==> config.mk <==
export PLATFORM = sky130hd
export DESIGN_NAME = dma_wr_beat_fifo
export DESIGN_NICKNAME = d
export VERILOG_FILES = /design/src/rtl/dma_wr_beat_fifo.sv
export SDC_FILE = /design/constraint.sdc
export NUM_CORES = 1
export LEC_CHECK = 0
export ABC_AREA = 1
export CAP_MARGIN = 0
export CELL_PAD_IN_SITES_DETAIL_PLACEMENT = 2
export CELL_PAD_IN_SITES_GLOBAL_PLACEMENT = 2
export CORE_ASPECT_RATIO = 0.75
export CORE_MARGIN = 5
export CORE_UTILIZATION = 39
export DETAILED_ROUTE_END_ITERATION = 10
export PLACE_DENSITY_LB_ADDON = 0.05
export SLEW_MARGIN = 40
export SYNTH_ARGS = -nofsm -noshare
export SYNTH_HDL_FRONTEND = slang
export SYNTH_SLANG_ARGS = --single-unit
==> constraint.sdc <==
create_clock -name xclk -period 25.2 [get_ports xclk]
set_input_delay 6.3 -clock xclk [delete_from_list [all_inputs] [get_ports xclk]]
set_output_delay 6.3 -clock xclk [all_outputs]
set_load 0.005 [all_outputs]
==> src/rtl/dma_wr_beat_fifo.sv <==
// dma_wr_beat_fifo: wide write-beat FIFO feeding the DMA width downsizer.
// Optional build macro DMA_WBUF_ZERO_STRB_DROP_EN: handshake but discard beats whose strobes are all zero.
module dma_wr_beat_fifo #(
    parameter int DWIDTH_S = 256,
    parameter int DWADDR   = 32,
    parameter int DEPTH    = 4
) (
    input  logic                       xclk,
    input  logic                       xreset_n,
    input  logic                       wvalid,
    output logic                       wready,
    input  logic [DWIDTH_S-1:0]        wdata,
    input  logic [DWADDR-1:0]          waddr,
    input  logic [DWIDTH_S/8-1:0]      wstrb,
    output logic                       mwrite,
    output logic [DWIDTH_S-1:0]        mdata,
    output logic [31:0]                maddr,
    output logic [DWIDTH_S/8-1:0]      mwstrb,
    input  logic                       mready,
    input  logic                       saccept,
    output logic [$clog2(DEPTH):0]     level
);
    localparam int AW = $clog2(DEPTH);

    logic [DWIDTH_S-1:0]   mem_data [DEPTH];
    logic [DWADDR-1:0]     mem_addr [DEPTH];
    logic [DWIDTH_S/8-1:0] mem_strb [DEPTH];
    logic [AW-1:0]         wr_ptr;
    logic [AW-1:0]         rd_ptr;
    logic                  push;
    logic                  store;
    logic                  pop;

    assign wready = level != (AW+1)'(DEPTH);
    assign mwrite = level != '0;
    assign push   = wvalid & wready;
    assign pop    = mwrite & mready & saccept;
`ifdef DMA_WBUF_ZERO_STRB_DROP_EN
    assign store  = push & (|wstrb);
`else
    assign store  = push;
`endif

    // head entry is presented straight from storage and forced to zero when empty
    always_comb begin
        mdata  = mwrite ? mem_data[rd_ptr] : '0;
        maddr  = mwrite ? 32'(mem_addr[rd_ptr]) : '0;
        mwstrb = mwrite ? mem_strb[rd_ptr] : '0;
    end

    // storage write at the write pointer; contents are don't-care after reset
    always_ff @(posedge xclk) begin
        if (store) begin
            mem_data[wr_ptr] <= wdata;
            mem_addr[wr_ptr] <= waddr;
            mem_strb[wr_ptr] <= wstrb;
        end
    end

    // pointer and occupancy bookkeeping; pointers wrap naturally at DEPTH
    always_ff @(posedge xclk or negedge xreset_n) begin
        if (!xreset_n) begin
            wr_ptr <= '0;
            rd_ptr <= '0;
            level  <= '0;
        end else begin
            if (store) wr_ptr <= wr_ptr + 1'b1;
            if (pop) rd_ptr <= rd_ptr + 1'b1;
            if (store && !pop) level <= level + 1'b1;
            else if (!store && pop) level <= level - 1'b1;
        end
    end
endmodule

## After elaboration in Yosys (flattened, before gate mapping)

Memories as Yosys holds them, arrays and structs flattened.
Index checks and enable logic that the tools add are counted.

| storage, ports and cells | value |
|---|---|
| flip-flop bits (word level) | 7 |
| output and inout bits | 325 |
| RAM bits | 1280 |
| bits in latches | 0 |
| bits of input ports | 325 |
| ROM bits | 0 |
| memories | 3 |

Memories:

| name | words | width | read ports | clocked after memory_dff | wr ports | RTL line | text |
|---|---|---|---|---|---|---|---|
| mem_data | 4 | 256 | 1 | 0 | 1 | 25 | `logic [DWIDTH_S-1:0] mem_data [DEPTH];` |
| mem_addr | 4 | 32 | 1 | 0 | 1 | 26 | `logic [DWADDR-1:0] mem_addr [DEPTH];` |
| mem_strb | 4 | 32 | 1 | 0 | 1 | 27 | `logic [DWIDTH_S/8-1:0] mem_strb [DEPTH];` |

| operators by class | value |
|---|---|
| reduce and logical (&&, ||, !) cells | 6 |
| bitwise operators | 3 |
| shift-type cells | 0 |
| multipliers | 0 |
| equal/unequal tests | 1 |
| magnitude comparators | 0 |
| div/mod/pow operators | 0 |
| add/sub/neg operators | 4 |
| muxes and demuxes | 7 |

Operator list:

| cell | count |
|---|---|
| two-way mux 256 bit | 1 |
| two-way mux 32 bit | 2 |
| two-way mux 3 bit | 2 |
| adder 2 x 1 -> 2 bit, second input constant | 2 |
| adder 3 x 1 -> 3 bit, second input constant | 1 |
| bitwise AND 1 bit | 3 |
| != test 3 bit, second input constant | 1 |
| nonzero test 3 bit | 1 |
| subtractor 3 x 1 -> 3 bit, second input constant | 1 |
| logical AND 1 bit | 2 |
| zero test 1 bit | 2 |
| two-way mux 1 bit | 2 |
| nonzero test 2 bit | 1 |

## Longest topological paths before layout

| logic depth | value |
|---|---|
| depth in word-level cells | 6 |
| depth in mapped cells | 12 |

## Least setup slack after synthesis

OpenSTA, ideal clock, no wires.

| timing path | value |
|---|---|
| kind | input port to flip-flop |
| start point | in wvalid |
| end point | mem mem_addr[0][0], enable pin |
| cell stages on the path | 2 |
| arrival time | 19.686 ns |
| path slack | 4.505 ns |
| path through | nand2_1 > nor2_1 |

| on the way | value |
|---|---|
| cells in the longest elaborated chain, start to end | 3 |

Ends and longest elaborated chain:

| what | RTL line | text |
|---|---|---|
| start: declaration | 10 | `input logic wvalid,` |
| bitwise AND 1 bit | 36 | `assign push = wvalid & wready;` |
| two-way mux 1 bit | 53 | `if (store) begin` |
| two-way mux 1 bit (implied by the code) | 55 | `mem_addr[wr_ptr] <= waddr;` |
| end: declaration | 26 |  |

Every way passes these cells.

## Worst setup path after layout

| timing path | value |
|---|---|
| start point | reg level[0] |
| end point | out mdata[75] |

| on the way | value |
|---|---|
| cells in the longest elaborated chain, start to end | 2 |

Ends and longest elaborated chain:

| what | RTL line | text |
|---|---|---|
| start: declaration | 21 | `output logic [$clog2(DEPTH):0] level` |
| start signal: assignment | 69 | `if (store && !pop) level <= level + 1'b1;` |
| start signal: assignment | 70 | `else if (!store && pop) level <= level - 1'b1;` |
| nonzero test 3 bit | 35 | `assign mwrite = level != '0;` |
| two-way mux 256 bit | 46 | `mdata = mwrite ? mem_data[rd_ptr] : '0;` |
| end: declaration | 16 | `output logic [DWIDTH_S-1:0] mdata,` |

Every way passes these cells.

==> results.md <==
Clock network:
- The CTS H-tree depth is 4.
- The clock passes through at most 3 buffers.
- The clock net sink count is 1,287.
- The clock-pin slew on the worst setup and hold paths is 0.07 ns.
- TritonCTS built the clock tree.
- Buffers inserted to repair hold after CTS numbered 0.
- The number of buffers added by the clock tree synthesis step is 140.
- The insertion delay to the later sink of the worst-skew pair is 0.76 ns.
- The tree is rooted in a clkbuf_16.
- After clock tree synthesis, the repair step resized 0 gates.
- The count of buffers added by post-CTS timing repair for setup is 0.

Pwr:
- The overall power consumption is 8.32 mW.
- For this design the static power due to leakage is 28.5 nW.
- In this run the power density over the cells is 123 nW/µm².
- VDD sags by at most 0.0965 mV.

Critical path:
- The startpoint identified for the worst register-to-register timing path is level[0].
- The arrival time at the worst endpoint is 4.50 ns.
- The nature of the critical path startpoint is a flop.
- The worst setup path startpoint is level[0].
- The type of the worst setup path is flop to primary output.
- Data on the critical path is required at its endpoint by 18.90 ns.
- Along the worst path, the maximum fanout reaches 56.
- The type of destination of the critical path is a primary output.

Synth:
- In the synthesized netlist the dominant register cell turns out to be edfxtp_1.
- The number of synthesized register bits is 1,287.
- The number of nets produced by synthesis is 5,441.
- The mapped netlist covers 54,700 µm².
- Synthesis handed over a netlist of 5,110 instances.
- The sequential-to-total area share from yosys stat is 70.6%.
- The number of different library cells used by synthesis comes to 17.
- The synthesis warning total is 0.
- The largest total area in the synthesized netlist belongs to edfxtp_1.
- The fraction of registers with async set or reset after synthesis is 0.544%.
- The number of enable-type register cells in the synthesized netlist is 1,280.
- After synthesis, the cell types taking the most area are edfxtp_1 (70%), nand2_1 (8.9%), inv_1 (8.9%).
- A synthesized cell averages 10.7 µm².
- Of the post-synthesis cell area, the dominant cell type holds 70.3%.

Cells and area:
- The commonest non-fill, non-tap cell in the layout is nand2_1.
- Summing all non-filler instances in the final layout gives an area of 67,500 µm².
- From synthesis to final layout, the design area changed by 23.4%.
- Cells with a size suffix above 1 make up 4.28% of the layout.
- Leaving out fill and tap cells, the most frequent cells in the layout are nand2_1 (1,301), inv_1 (1,292), edfxtp_1 (1,280).
- The net total in the final layout is 6,039.

Place:
- The HPWL reported at the end of detailed placement is 111,000 µm.
- The final weighted congestion in routability-driven placement is 0.749.
- The instance area after placement is 62,900 µm².
- The count of input and output buffers is 649.

GRT:
- Entering global routing, the biggest net connects 174 pins.
- The initial antenna violation count is 48.
- The number of global-route vias before repair is 42,600.
- The global-route wire length before repair is 266,000 µm.
- The remaining global-route overflow is 0.
- Across every metal layer, demand over resource in global routing totals 23.8%.

Hold path:
- The worst hold path begins at level[2].
- The type of the tightest min-delay check is flop to flop.

STA:
- The count of final hold-check violations is 0.
- Across the routed clock network, the largest skew measured is 0.0223 ns.
- For the final routed database, the setup TNS stands at 0 ns.
- Static timing analysis puts the maximum clock frequency at 92.6 MHz.
- The final-report setup violation count is 0.
- The share of the clock period used by the worst path is 42.9%.
- The tightest hold path in the finished design has a slack of 0.526 ns.
- The number of pins exceeding their max-slew limit in the final report is 0.
- At the pin with the least slew margin, the transition time is 0.909 ns.
- Headroom to the max-slew limit came out at 39.4%.
- Setup repair after global routing left no endpoint under its margin.
- After layout, the minimum clock period comes to 10.80 ns.

Floorplan:
- The die span in x is 442 µm.
- From bottom edge to top edge, the die measures 334 µm.
- The die outline area is 148,000 µm².
- 650 I/O pins were placed.
- The initial core utilization is 39.1%.
- The floorplan row count is 119.
- The region available for standard cell placement spans 140,000 µm².

Routing:
- The detailed router's first-iteration violation count is 1,793.
- The per-cell via count in the routed design is 4.91.
- The DRC violations left is 0.
- The total number of vias is 37,800.
- The final layout contains routed wiring with a total length of 178,000 µm.
- The number of nets still failing antenna checks after routing is 0.
- In the final routed layout, each cell accounts on average for 23.1 µm.
- The number of optimization iterations in the first detailed-route pass is 5.

Job:
- The tool flagged a number of max-cap violations equal to 0.

Outcome:
- The flow ran to the end, and the final reports show no timing, DRC or antenna violations.
kinds of logic after synthesis:
kind of cell	count (synthesis)	synth area share [%]
simple gates	1952	14.9
compound gates	320	2.93
flops	1287	70.6
fa+ha+maj	6	0.151
xor+xnor	1	0.0160
buf+inv	1544	11.4
flip-flops by register name, summed over array words and instances, names as in the netlist:
| signal | cells |
|---|---|
| mem_addr | 128 |
| mem_data | 1024 |
| level | 3 |
| rd_ptr | 2 |
| mem_strb | 128 |
| wr_ptr | 2 |
per-stage QoR:
step	cells	utilization (%)	worst slack [ns]
6_report	7713	48.3	14.40
5_1_grt	7704	48.2	14.15
4_1_cts	7688	48.1	14.13
3_5_place_dp	7436	45.0	14.50
3_3_place_gp	7426	44.8	14.25
2_1_floorplan	5110	-	4.50
power breakdown:
part	switching [mW]	internal, mW	leakage, nW
Clock	0.851	1.15	2.14
Combinational	2.08	1.31	14.5
Sequential	0.113	2.81	11.8
Total	3.05	5.27	28.5
area by class of cell:
| class | count | area [µm²] |
|---|---|---|
| Antenna cell | 20 | 50.0 |
| Clock inverter | 64 | 464 |
| Tap cell | 1875 | 2350 |
| Timing Repair Buffer | 705 | 7320 |
| Clock buffer | 188 | 3910 |
| Fill cell | 14100 | 72300 |
| Inverter | 1295 | 4900 |
| Multi-Input combinational cell | 2279 | 9860 |
| Sequential cell | 1287 | 38600 |
worst paths after layout:
| kind | end | slack [ns] | cells past startpoint |
|---|---|---|---|
| min | level[2] | 0.53 | 2 |
| max | mdata[75] | 14.40 | 9 |
| min reg2reg | level[2] | 0.53 | 2 |
| max reg2reg | mem_data[3][117] | 21.40 | 7 |
| max in group asynchronous | rd_ptr[0] | 19.00 | 1 |
| min in group asynchronous | wr_ptr[1] | 5.84 | 1 |
cell usage after synthesis, types with 2 or more instances:
master / number
nand2_1: 1301
inv_1: 1292
edfxtp_1: 1280
nand3_1: 643
a21oi_1: 320
buf_2: 174
clkbuf_1: 43
buf_6: 27
dfrtp_1: 7
ha_1: 5
nor2_1: 5
buf_1: 3
inv_2: 3
nand4_1: 3
buf_4: 2
routing by layer:
metal	vias to the layer above	share of wire [%]	GRT usage [%]
met5	-	0.086	0
li1	17400	-	-
met2	629	54	45.5
met3	276	3.8	4.69
met1	19500	38	26.5
met4	24	3.2	7.62
critical path, stage by stage, from the launching register on:
cell	delay [ns]
dfrtp_1	0.44
nor2_1	0.15
nand2_1	0.24
inv_8	0.40
buf_16	0.33
buf_4	0.68
buf_4	0.53
buf_12	0.26
a21oi_1	0.07
clkdlybuf4s50_1	0.52
Note: power is estimated with default switching activity, not from simulation.
